File: config.mk
export PLATFORM = sky130hd
export DESIGN_NAME = pwm_multi
export DESIGN_NICKNAME = d
export VERILOG_FILES = /design/src/rtl/pwm_multi.sv
export SDC_FILE = /design/constraint.sdc
export NUM_CORES = 1
export LEC_CHECK = 0
export CAP_MARGIN = 20
export CORE_ASPECT_RATIO = 1.1
export CORE_MARGIN = 2
export CORE_UTILIZATION = 46
export DETAILED_ROUTE_END_ITERATION = 8
export PLACE_DENSITY = 0.71
export SLEW_MARGIN = 10
export SYNTH_ARGS = -nofsm -noshare
export SYNTH_HDL_FRONTEND = slang
export SYNTH_SLANG_ARGS = --single-unit
File: constraint.sdc
create_clock -name clk -period 5 [get_ports clk]
set_input_delay 0.75 -clock clk [delete_from_list [all_inputs] [get_ports clk]]
set_output_delay 0.75 -clock clk [all_outputs]
set_load 0.01 [all_outputs]
File: src/rtl/pwm_multi.sv
// rtl/pwm_multi.sv - multi-channel PWM with shared period counter and double-buffered settings
//
// Purpose: one period counter drives CHANNELS compare outputs. Period and duty
// values are loaded into shadow registers only at a period boundary, so an
// output never glitches mid-period. Stop drains to the end of the current period.
//
// Ports:
//   clk        - system clock, rising edge
//   reset      - asynchronous active-low reset
//   start      - level; begin or continue generation
//   stop       - level; graceful stop request (wins over start)
//   update     - pulse; load period/active at the next period boundary
//   period     - period in clocks (0 behaves as 1)
//   active     - per-channel high count, channel i at [i*WIDTH +: WIDTH]
//   polarity   - per-channel output inversion, applied continuously
//   pulse      - PWM outputs
//   period_end - high during the last count of each period
//   running    - high while generating or draining

module pwm_multi #(
  parameter int WIDTH    = 16,
  parameter int CHANNELS = 4
) (
  input  logic                      clk,
  input  logic                      reset,
  input  logic                      start,
  input  logic                      stop,
  input  logic                      update,
  input  logic [WIDTH-1:0]          period,
  input  logic [CHANNELS*WIDTH-1:0] active,
  input  logic [CHANNELS-1:0]       polarity,
  output logic [CHANNELS-1:0]       pulse,
  output logic                      period_end,
  output logic                      running
);

  localparam logic [1:0] ST_IDLE  = 2'd0;
  localparam logic [1:0] ST_RUN   = 2'd1;
  localparam logic [1:0] ST_DRAIN = 2'd2;

  localparam logic [WIDTH-1:0] ONE = {{(WIDTH-1){1'b0}}, 1'b1};

  logic [1:0]                state_q, state_d;
  logic [WIDTH-1:0]          cnt_q, cnt_d;
  logic [WIDTH-1:0]          period_s_q, period_s_d;
  logic [CHANNELS*WIDTH-1:0] active_s_q, active_s_d;
  logic                      pend_q, pend_d;
  logic [CHANNELS-1:0]       cmp_q, cmp_d;
  logic                      pe_q, pe_d;
  logic                      run_q, run_d;
  logic                      wrap;
  logic                      go;

  // Last count of a period; a programmed period of 0 behaves as 1.
  function automatic logic [WIDTH-1:0] last_count(input logic [WIDTH-1:0] p);
    return (p == '0) ? '0 : p - ONE;
  endfunction

  always_comb begin
    go         = start && !stop;
    wrap       = (state_q != ST_IDLE) && (cnt_q == last_count(period_s_q));
    state_d    = state_q;
    cnt_d      = cnt_q;
    period_s_d = period_s_q;
    active_s_d = active_s_q;
    // An update coinciding with a wrap only arms the load for the next wrap.
    pend_d     = update || (pend_q && !wrap);

    if (wrap && pend_q) begin
      period_s_d = period;
      active_s_d = active;
    end

    case (state_q)
      ST_IDLE: begin
        cnt_d = '0;
        if (go) begin
          state_d    = ST_RUN;
          period_s_d = period;
          active_s_d = active;
          pend_d     = 1'b0;
        end
      end
      ST_RUN: begin
        cnt_d = wrap ? '0 : cnt_q + ONE;
        if (stop) state_d = ST_DRAIN;
      end
      ST_DRAIN: begin
        cnt_d = wrap ? '0 : cnt_q + ONE;
        // Resuming keeps the count; it takes priority over finishing the drain.
        if (go)        state_d = ST_RUN;
        else if (wrap) state_d = ST_IDLE;
      end
      default: begin
        state_d = ST_IDLE;
        cnt_d   = '0;
      end
    endcase

    // Outputs are derived from next-state values so they line up with cnt_q.
    run_d = (state_d != ST_IDLE);
    pe_d  = run_d && (cnt_d == last_count(period_s_d));
    cmp_d = '0;
    for (int i = 0; i < CHANNELS; i++) begin
      cmp_d[i] = run_d && (cnt_d < active_s_d[i*WIDTH +: WIDTH]);
    end
  end

  always_ff @(posedge clk or negedge reset) begin
    if (!reset) begin
      state_q    <= ST_IDLE;
      cnt_q      <= '0;
      period_s_q <= '0;
      active_s_q <= '0;
      pend_q     <= 1'b0;
      cmp_q      <= '0;
      pe_q       <= 1'b0;
      run_q      <= 1'b0;
    end else begin
      state_q    <= state_d;
      cnt_q      <= cnt_d;
      period_s_q <= period_s_d;
      active_s_q <= active_s_d;
      pend_q     <= pend_d;
      cmp_q      <= cmp_d;
      pe_q       <= pe_d;
      run_q      <= run_d;
    end
  end

  // cmp_q is zero whenever not running, so idle/reset level is the polarity.
  assign pulse      = cmp_q ^ polarity;
  assign period_end = pe_q;
  assign running    = run_q;

endmodule

==> out/qor.csv, run 1 <==
stage;metric;value;unit
timing;drv_slew;0;
synthesis;synth_warnings;0;
global_routing;grtUsageMet1;29.3;%
layout;post-route-util;58.9;%
die;die_w;126;microns
critical_path;rrSetupSlack;210;ps
die;die_h;138;microns
critical_path;path_buf_inv;2;
critical_path;endpoint;period_end;
timing;skew;5.71;ps
route;first_pass_iters;5;
cts;htree_levels;3;
route;drt_wl_total;19800;microns
global_routing;busiest_layer;met2;
critical_path;path_cells;inv_2, ha_2, nor3b_4, nand2_2, xor2_1, a21oi_1, or3_1, a2111oi_4, a31oi_4, mux2_4, inv_1, ha_1, nand2b_1, or4_1, mux2i_1, xnor2_1, or3b_1, a31oi_1, nor3_1, nor4_2;
timing;fmax;0.209;GHz
placement;pre_cts_ws;102;ps
timing;whs;405;ps
die;rows;48;
global_routing;met2_usage;40.2;%
global_routing;grtUsageMet3;3.94;%
cts;clk_path_buf_depth;2;
layout;area_growth;24.4;%
cts;clkLatencyLatePin;350;ps
critical_path;cp_num_cells;20;
synthesis;mappedNetlistArea;7500;sq um
synthesis;synth_flop_cell;dfrtp_1;
timing;period_share;95.7;%
critical_path;cp_slowest_stage_delay;470;ps
critical_path;crit_start;period_s_q[0];
job;cap_violations;0;
global_routing;antenna_found_initial;0;
synthesis;ys_ff_latch;105;
synthesis;async_flop_share;100;%
synthesis;syn-instance-count;768;
pwr;clkPwrFrac;15.9;%
timing;tightest_slew;709;ps
synthesis;synth_area_leaders;dfrtp_1 (35%), ha_1 (12%), mux2i_1 (10%);
placement;port_buffers;94;
run_status;status;complete, no violations;
die;core_area;15900;sq um
timing;timing.final.ws_setup;214;ps
global_routing;grt_pass1_vias;6034;
layout;drive_gt1_share;13.1;%
pwr;p_comb_share;52.2;%
synthesis;synth_nets;926;
global_routing;grt_usage;23.0;%
pwr;ir_drop;0.000280;V
synthesis;synth_edf_count;0;
cts;clkTransAtPathRegs;70;ps
layout;nets;1054;
global_routing;grt_max_degree;81;
timing;finalSetupViolCount;0;
synthesis;yosysTopAreaCell;dfrtp_1;
die;die_area;17400;sq um
critical_path;crit_type;flop to flop;
timing;fin_crit;4790;ps
global_routing;grt_pass1_wl;31100;microns
route;ant_nets;0;
route;dr.first_iter.drc_count;349;
pwr;p_seq_share;31.9;%
critical_path;worstSetupStartpointType;flop;
synthesis;yosysSeqAreaShare;35.0;%
route;post_drt_wl_per_cell;18.0;microns
synthesis;syn_area_per_cell;9.77;sq um
placement;gp_congestion;0.966;
critical_path;worstReg2RegStart;period_s_q[0];
timing;setup_tns;0;ps
cts;cts_tree;yes;
timing;rsz0062_at_grt;true;
die;start_util;47.3;%
critical_path;cp.arrival;5050;ps
critical_path;r2r_cells;20;
route;drcViolationCount;0;
cts;numCtsBuffers;9;
cts;cts-root-buf;clkbuf_16;
timing;slew_headroom;52.6;%
pwr;p_leak;4.71;nW
timing;hold_violations;0;
critical_path;path_max_fanout;5;
critical_path;reg2reg_to;period_end;
pwr;p_switching;0.00184;W
synthesis;synthDistinctLibCells;73;
cts;clock_sinks;105;
worst_hold_path;worst_hold_path_type;primary input to asynchronous set/reset pin;
placement;hpwl;14900;microns
route;vias_per_cell;5.54;
layout;n_antenna_cell;0;
critical_path;critPathRequiredTime;5270;ps
pwr;p_sw_share;40.4;%
pwr;p_int;0.00272;W
route;num_vias;6089;
die;io_pins;95;
critical_path;cp-end-kind;flop;
critical_path;slowest_stage;a2111oi_4;
global_routing;grt_overflow;0;
synthesis;yosys.area.top_type_share;35.0;%
critical_path;path_delay_family;simple AND/OR/NAND/NOR gates;
pwr;power_density;488;nW/um^2
pwr;power;0.00456;W
==> cells in the mapped netlist, types with 6 or more instances <==
| cell type | n |
|---|---|
| nor2b_1 | 10 |
| clkbuf_1 | 10 |
| a21o_1 | 9 |
| nor2_1 | 46 |
| nand3_1 | 21 |
| xor2_1 | 26 |
| nand2b_1 | 10 |
| or2_2 | 7 |
| a21oi_1 | 36 |
| xnor2_1 | 29 |
| nand4_1 | 16 |
| nand2_1 | 29 |
| buf_2 | 14 |
| inv_1 | 83 |
| or3_1 | 8 |
| dfrtp_1 | 105 |
| mux2_2 | 12 |
| mux2i_1 | 77 |
| and3_1 | 6 |
| ha_1 | 69 |
| o21ai_0 | 22 |
| nor3_1 | 18 |
==> power by group through the flow <==
| stage | Clock [W] | Sequential [W] | Combinational (W) |
|---|---|---|---|
| 3_3_place_gp | 0 | 0.00145 | 0.00224 |
| 3_5_place_dp | 0 | 0.00147 | 0.00228 |
| 2_1_floorplan | 0 | 0.00135 | 0.00171 |
| 4_1_cts | 0.000742 | 0.00146 | 0.00230 |
| 6_report | 0.000724 | 0.00146 | 0.00238 |
| 5_1_grt | 0.000772 | 0.00150 | 0.00264 |
==> placed cells by master (no fill, tap or decap), types with 9 or more instances in the layout <==
cell type,synthesis,routed
nor2_1,46,46
a21o_1,9,9
ha_1,69,68
nand4_1,16,16
clkdlybuf4s50_1,0,93
buf_4,1,52
nor3_1,18,16
xnor2_1,29,29
inv_1,83,82
o21ai_0,22,21
clkbuf_16,0,10
nand3_1,21,20
nand2b_1,10,10
nand2_1,29,28
nor2b_1,10,10
mux2_2,12,12
mux2i_1,77,76
xor2_1,26,25
dfrtp_1,105,104
a21oi_1,36,36
==> how the worst min path moves through the flow <==
stage	endpoint	depth (start not counted)
after floorplan	active_s_q[0]	0
after global placement	active_s_q[15]	2
after detailed placement	active_s_q[6]	2
after CTS	active_s_q[57]	2
after global routing	active_s_q[50]	1
final	active_s_q[50]	1
==> stage by stage <==
stage,area (sq um),std cells
2_1_floorplan,7540,768
3_3_place_gp,8870,1071
3_5_place_dp,8870,1071
4_1_cts,9160,1085
5_1_grt,9330,1099
6_report,9330,1099
==> routing by layer <==
| layer | share of wire, % | routed length (microns) |
|---|---|---|
| met1 | 44 | 8720 |
| met2 | 49 | 9730 |
| met3 | 4.3 | 860 |
| met4 | 2.3 | 460 |
| met5 | 0 | 0 |
==> worst reg2reg max path: stages, from the launching register on <==
cell and delay, ps:
dfrtp_1 410, inv_2 100, ha_2 190, nor3b_4 300, nand2_2 110, xor2_1 210
a21oi_1 90, or3_1 360, a2111oi_4 470, a31oi_4 180, mux2_4 360, inv_1 90
ha_1 170, nand2b_1 120, or4_1 430, mux2i_1 170, xnor2_1 110, or3b_1 360
a31oi_1 150, nor3_1 80, nor4_2 230
==> flip-flops by register name, summed over array words and instances (netlist names) <==
| signal | cells |
|---|---|
| running | 1 |
| period_end | 1 |
| state_q | 2 |
| cmp_q | 4 |
| pend_q | 1 |
| period_s_q | 16 |
| cnt_q | 16 |
| active_s_q | 64 |
==> repair_timing <==
item / CTS / global route
hold buffers: 0 / 0
setup buffers: 0 / 12
endpoints found under the setup margin: 0 / 4
resized for setup: 0 / 10
==> cells by family after synthesis <==
family / after synthesis / share of synthesized area, %
simple gates: 209 / 16.0
compound gates: 117 / 10.4
buf+inv: 114 / 6.49
flops: 105 / 35.0
mux: 96 / 13.3
fa+ha+maj: 69 / 11.5
xor+xnor: 58 / 7.34
==> final cells by class <==
type | count | area [sq um]
clock buffers | 9 | 225
clock inverters | 5 | 65.1
fillers | 1406 | 6520
inverters | 83 | 312
multi-input cells | 549 | 4460
flip-flops and latches | 105 | 2630
well taps | 200 | 250
repair buffers | 148 | 1390
Note: power is estimated with default switching activity, not from simulation.
==> inputs of run 2 (changes only) <==
CELL_PAD_IN_SITES_DETAIL_PLACEMENT = 1   (was default)
CELL_PAD_IN_SITES_GLOBAL_PLACEMENT = 1   (was default)
CORE_ASPECT_RATIO = 0.8   (was 1.1)
CORE_UTILIZATION = 40   (was 46)
PLACE_DENSITY = default   (was 0.71)
PLACE_DENSITY_LB_ADDON = 0.1   (was default)
==> out/qor.csv, run 2 (same netlist as run 1, synthesis figures left out) <==
stage;metric;value;unit;change
run_status;status;complete, no violations;;
route;post_drt_wl_per_cell;21.9;microns;+22%
route;ant_nets;0;;unchanged
route;drcViolationCount;0;;unchanged
critical_path;cp.arrival;5210;ps;+160 ps
layout;reg.largest.list;active_s_q: 64 flops, cnt_q: 16 flops, period_s_q: 16 flops;;
placement;hpwl;18600;microns;+25%
pwr;p_comb_share;54.3;%;+2.1 points
layout;nets;1059;;+0.47%
pwr;p_int;0.00276;W;+1.4%
critical_path;worstReg2RegStart;period_s_q[0];;
pwr;power;0.00484;W;+6.2%
cts;cts_tree;yes;;
layout;n_antenna_cell;0;;unchanged
die;io_pins;95;;unchanged
layout;regMostFlops;active_s_q;;
timing;rsz0062_at_grt;true;;
placement;placed_area;8880;sq um;+0.16%
die;die_w;157;microns;+25%
critical_path;reg2reg_to;period_end;;
layout;mostFrequentLayoutCells;dfrtp_1 (104), clkdlybuf4s50_1 (93), inv_1 (79);;
timing;hold_violations;0;;unchanged
die;rows;44;;-8.3%
cts;clkLatencyLatePin;360;ps;about the same
critical_path;crit_type;flop to flop;;
timing;drv_slew;0;;unchanged
global_routing;grt_usage;25.3;%;+2.3 points
critical_path;cp_num_cells;21;;+5.0%
route;first_pass_iters;4;;-1
layout;final_common_cell;dfrtp_1;;
critical_path;critPathRequiredTime;5270;ps;about the same
pwr;p_sw_share;43.0;%;+2.7 points
critical_path;worstSetupStartpointType;flop;;
global_routing;grt_pass1_vias;6729;;+12%
cts;clkTransAtPathRegs;80;ps;about the same
worst_hold_path;worst_hold_path_type;primary input to asynchronous set/reset pin;;
timing;period_share;98.9;%;+3.1 points
global_routing;antenna_found_initial;0;;unchanged
pwr;p_seq_share;31.3;%;-0.6 points
timing;finalSetupViolCount;0;;unchanged
pwr;p_leak;4.76;nW;+1.1%
placement;port_buffers;94;;unchanged
global_routing;grt_max_degree;80;;-1.2%
layout;fill_cells;2049;;+46%
timing;skew;6.73;ps;+1.02 ps
die;die_area;19900;sq um;+15%
critical_path;rrSetupSlack;60;ps;-160 ps
pwr;p_switching;0.00208;W;+13%
critical_path;slowest_stage;dfrtp_1;;
critical_path;crit_start;period_s_q[0];;
layout;area_growth;27.9;%;
pwr;power_density;504;nW/um^2;+3.2%
route;vias_per_cell;5.46;;-1.5%
cts;cts_hold_buffers;0;;unchanged
critical_path;r2r_cells;21;;+5.0%
global_routing;grt_pass1_wl;37800;microns;+22%
critical_path;path_delay_family;simple AND/OR/NAND/NOR gates;;
die;core_area;18300;sq um;+15%
route;drt_wl_total;25400;microns;+28%
job;cap_violations;0;;unchanged
timing;fmax;0.202;GHz;-3.2%
timing;slew_headroom;40.7;%;-12 points
critical_path;path_cells;inv_2, ha_4, nor3b_4, buf_6, nand4_1, xor2_2, or3_1, o311a_1, a2111oi_4, a31oi_4, buf_12, mux2i_4, ha_4, nand2b_4, or4_4, mux2i_4, xnor2_2, or3b_1, a31oi_1, nor3_2, nor4_2;;
critical_path;path_buf_inv;3;;+1
cts;clk_path_buf_depth;2;;unchanged
cts;numCtsBuffers;9;;unchanged
cts;htree_levels;3;;unchanged
critical_path;cp-end-kind;flop;;
route;dr.first_iter.drc_count;274;;-21%
route;num_vias;6325;;+3.9%
die;start_util;41.1;%;-6.3 points
layout;largest_reg_flops;64;;unchanged
layout;drive_gt1_share;15.7;%;+2.5 points
cts;clock_sinks;105;;unchanged
timing;tightest_slew;887;ps;+178 ps
layout;design_area;9600;sq um;+2.9%
global_routing;grt_overflow;0;;unchanged
pwr;clkPwrFrac;14.5;%;-1.4 points
critical_path;cp_slowest_stage_delay;430;ps;-40 ps
placement;gp_congestion;0.885;;-8.4%
timing;fin_crit;4940;ps;+157 ps
pwr;ir_drop;0.000183;V;-35%
cts;cts-root-buf;clkbuf_16;;
die;die_h;127;microns;-8.3%
critical_path;path_max_fanout;5;;unchanged
run 2: cell count changes in the layout (fill, tap and decap cells not counted), moves of 3 or more:
cell,delta
clkinv_2,+3
buf_6,+3
ha_4,+3
inv_1,-3
run 2: cell type report:
| type | count | area (sq um) | share of cell area, % |
|---|---|---|---|
| clock buffer | 10 | 229 | 2.38 |
| clock inverter | 6 | 41.3 | 0.430 |
| inverter | 83 | 318 | 3.31 |
| multi-input combinational | 549 | 4600 | 47.9 |
| sequential | 105 | 2630 | 27.4 |
| tap | 253 | 317 | 3.30 |
| timing repair buffer | 153 | 1470 | 15.3 |
run 2: power groups by stage:
stage,sequential (W),combinational (W),clock (W)
after detailed placement,0.00151,0.00236,0
after global placement,0.00148,0.00224,0
after CTS,0.00149,0.00241,0.000714
after floorplan,0.00135,0.00171,0
after global routing,0.00156,0.00289,0.000747
final,0.00151,0.00262,0.000700
run 2: how the worst max path moves through the flow:
stage / end / slack [ps]
after floorplan: period_end / 10
after global placement: period_end / 170
after detailed placement: cmp_q[3] / -10
after CTS: period_end / 30
after global routing: period_end / -100
final: period_end / 60
run 2: layer usage:
layer	global-route usage [%]	wire length [microns]	vias up	share of wire, %
met5	0	0	-	0
li1	-	-	2963	-
met2	40.5	11600	128	46
met4	4.81	493	0	1.9
met3	5.06	1150	28	4.5
met1	35.8	12100	3206	48
run 2: worst register-to-register path, cell delays in order (launching register included):
cell	delay, ps
dfrtp_1	430
inv_2	120
ha_4	150
nor3b_4	310
buf_6	160
nand4_1	130
xor2_2	230
or3_1	350
o311a_1	170
a2111oi_4	330
a31oi_4	230
buf_12	190
mux2i_4	230
ha_4	190
nand2b_4	60
or4_4	430
mux2i_4	170
xnor2_2	110
or3b_1	360
a31oi_1	180
nor3_2	70
nor4_2	250
run 2: what timing repair did:
item | 4_1_cts | 5_1_grt
pin swaps | 0 | 13
gates resized for setup | 2 | 41
setup buffers | 1 | 21
hold endpoints to repair | 0 | 0
cloned | 1 | 2
setup endpoints to repair | 3 | 5
run 2: per-stage QoR:
| stage | worst slack [ps] | hold slack (ps) | setup TNS [ps] | utilization (%) | instances |
|---|---|---|---|---|---|
| 3_5_place_dp | -14.3 | 480 | -14.3 | 48.6 | 1117 |
| 5_1_grt | -97.5 | 326 | -351 | 52.5 | 1159 |
| 6_report | 57.0 | 306 | 0 | 52.5 | 1159 |
| 4_1_cts | 31.5 | 498 | 0 | 50.3 | 1135 |
| 2_1_floorplan | 11.6 | 451 | 0 | - | 768 |
| 3_3_place_gp | 169 | 473 | 0 | 48.6 | 1117 |
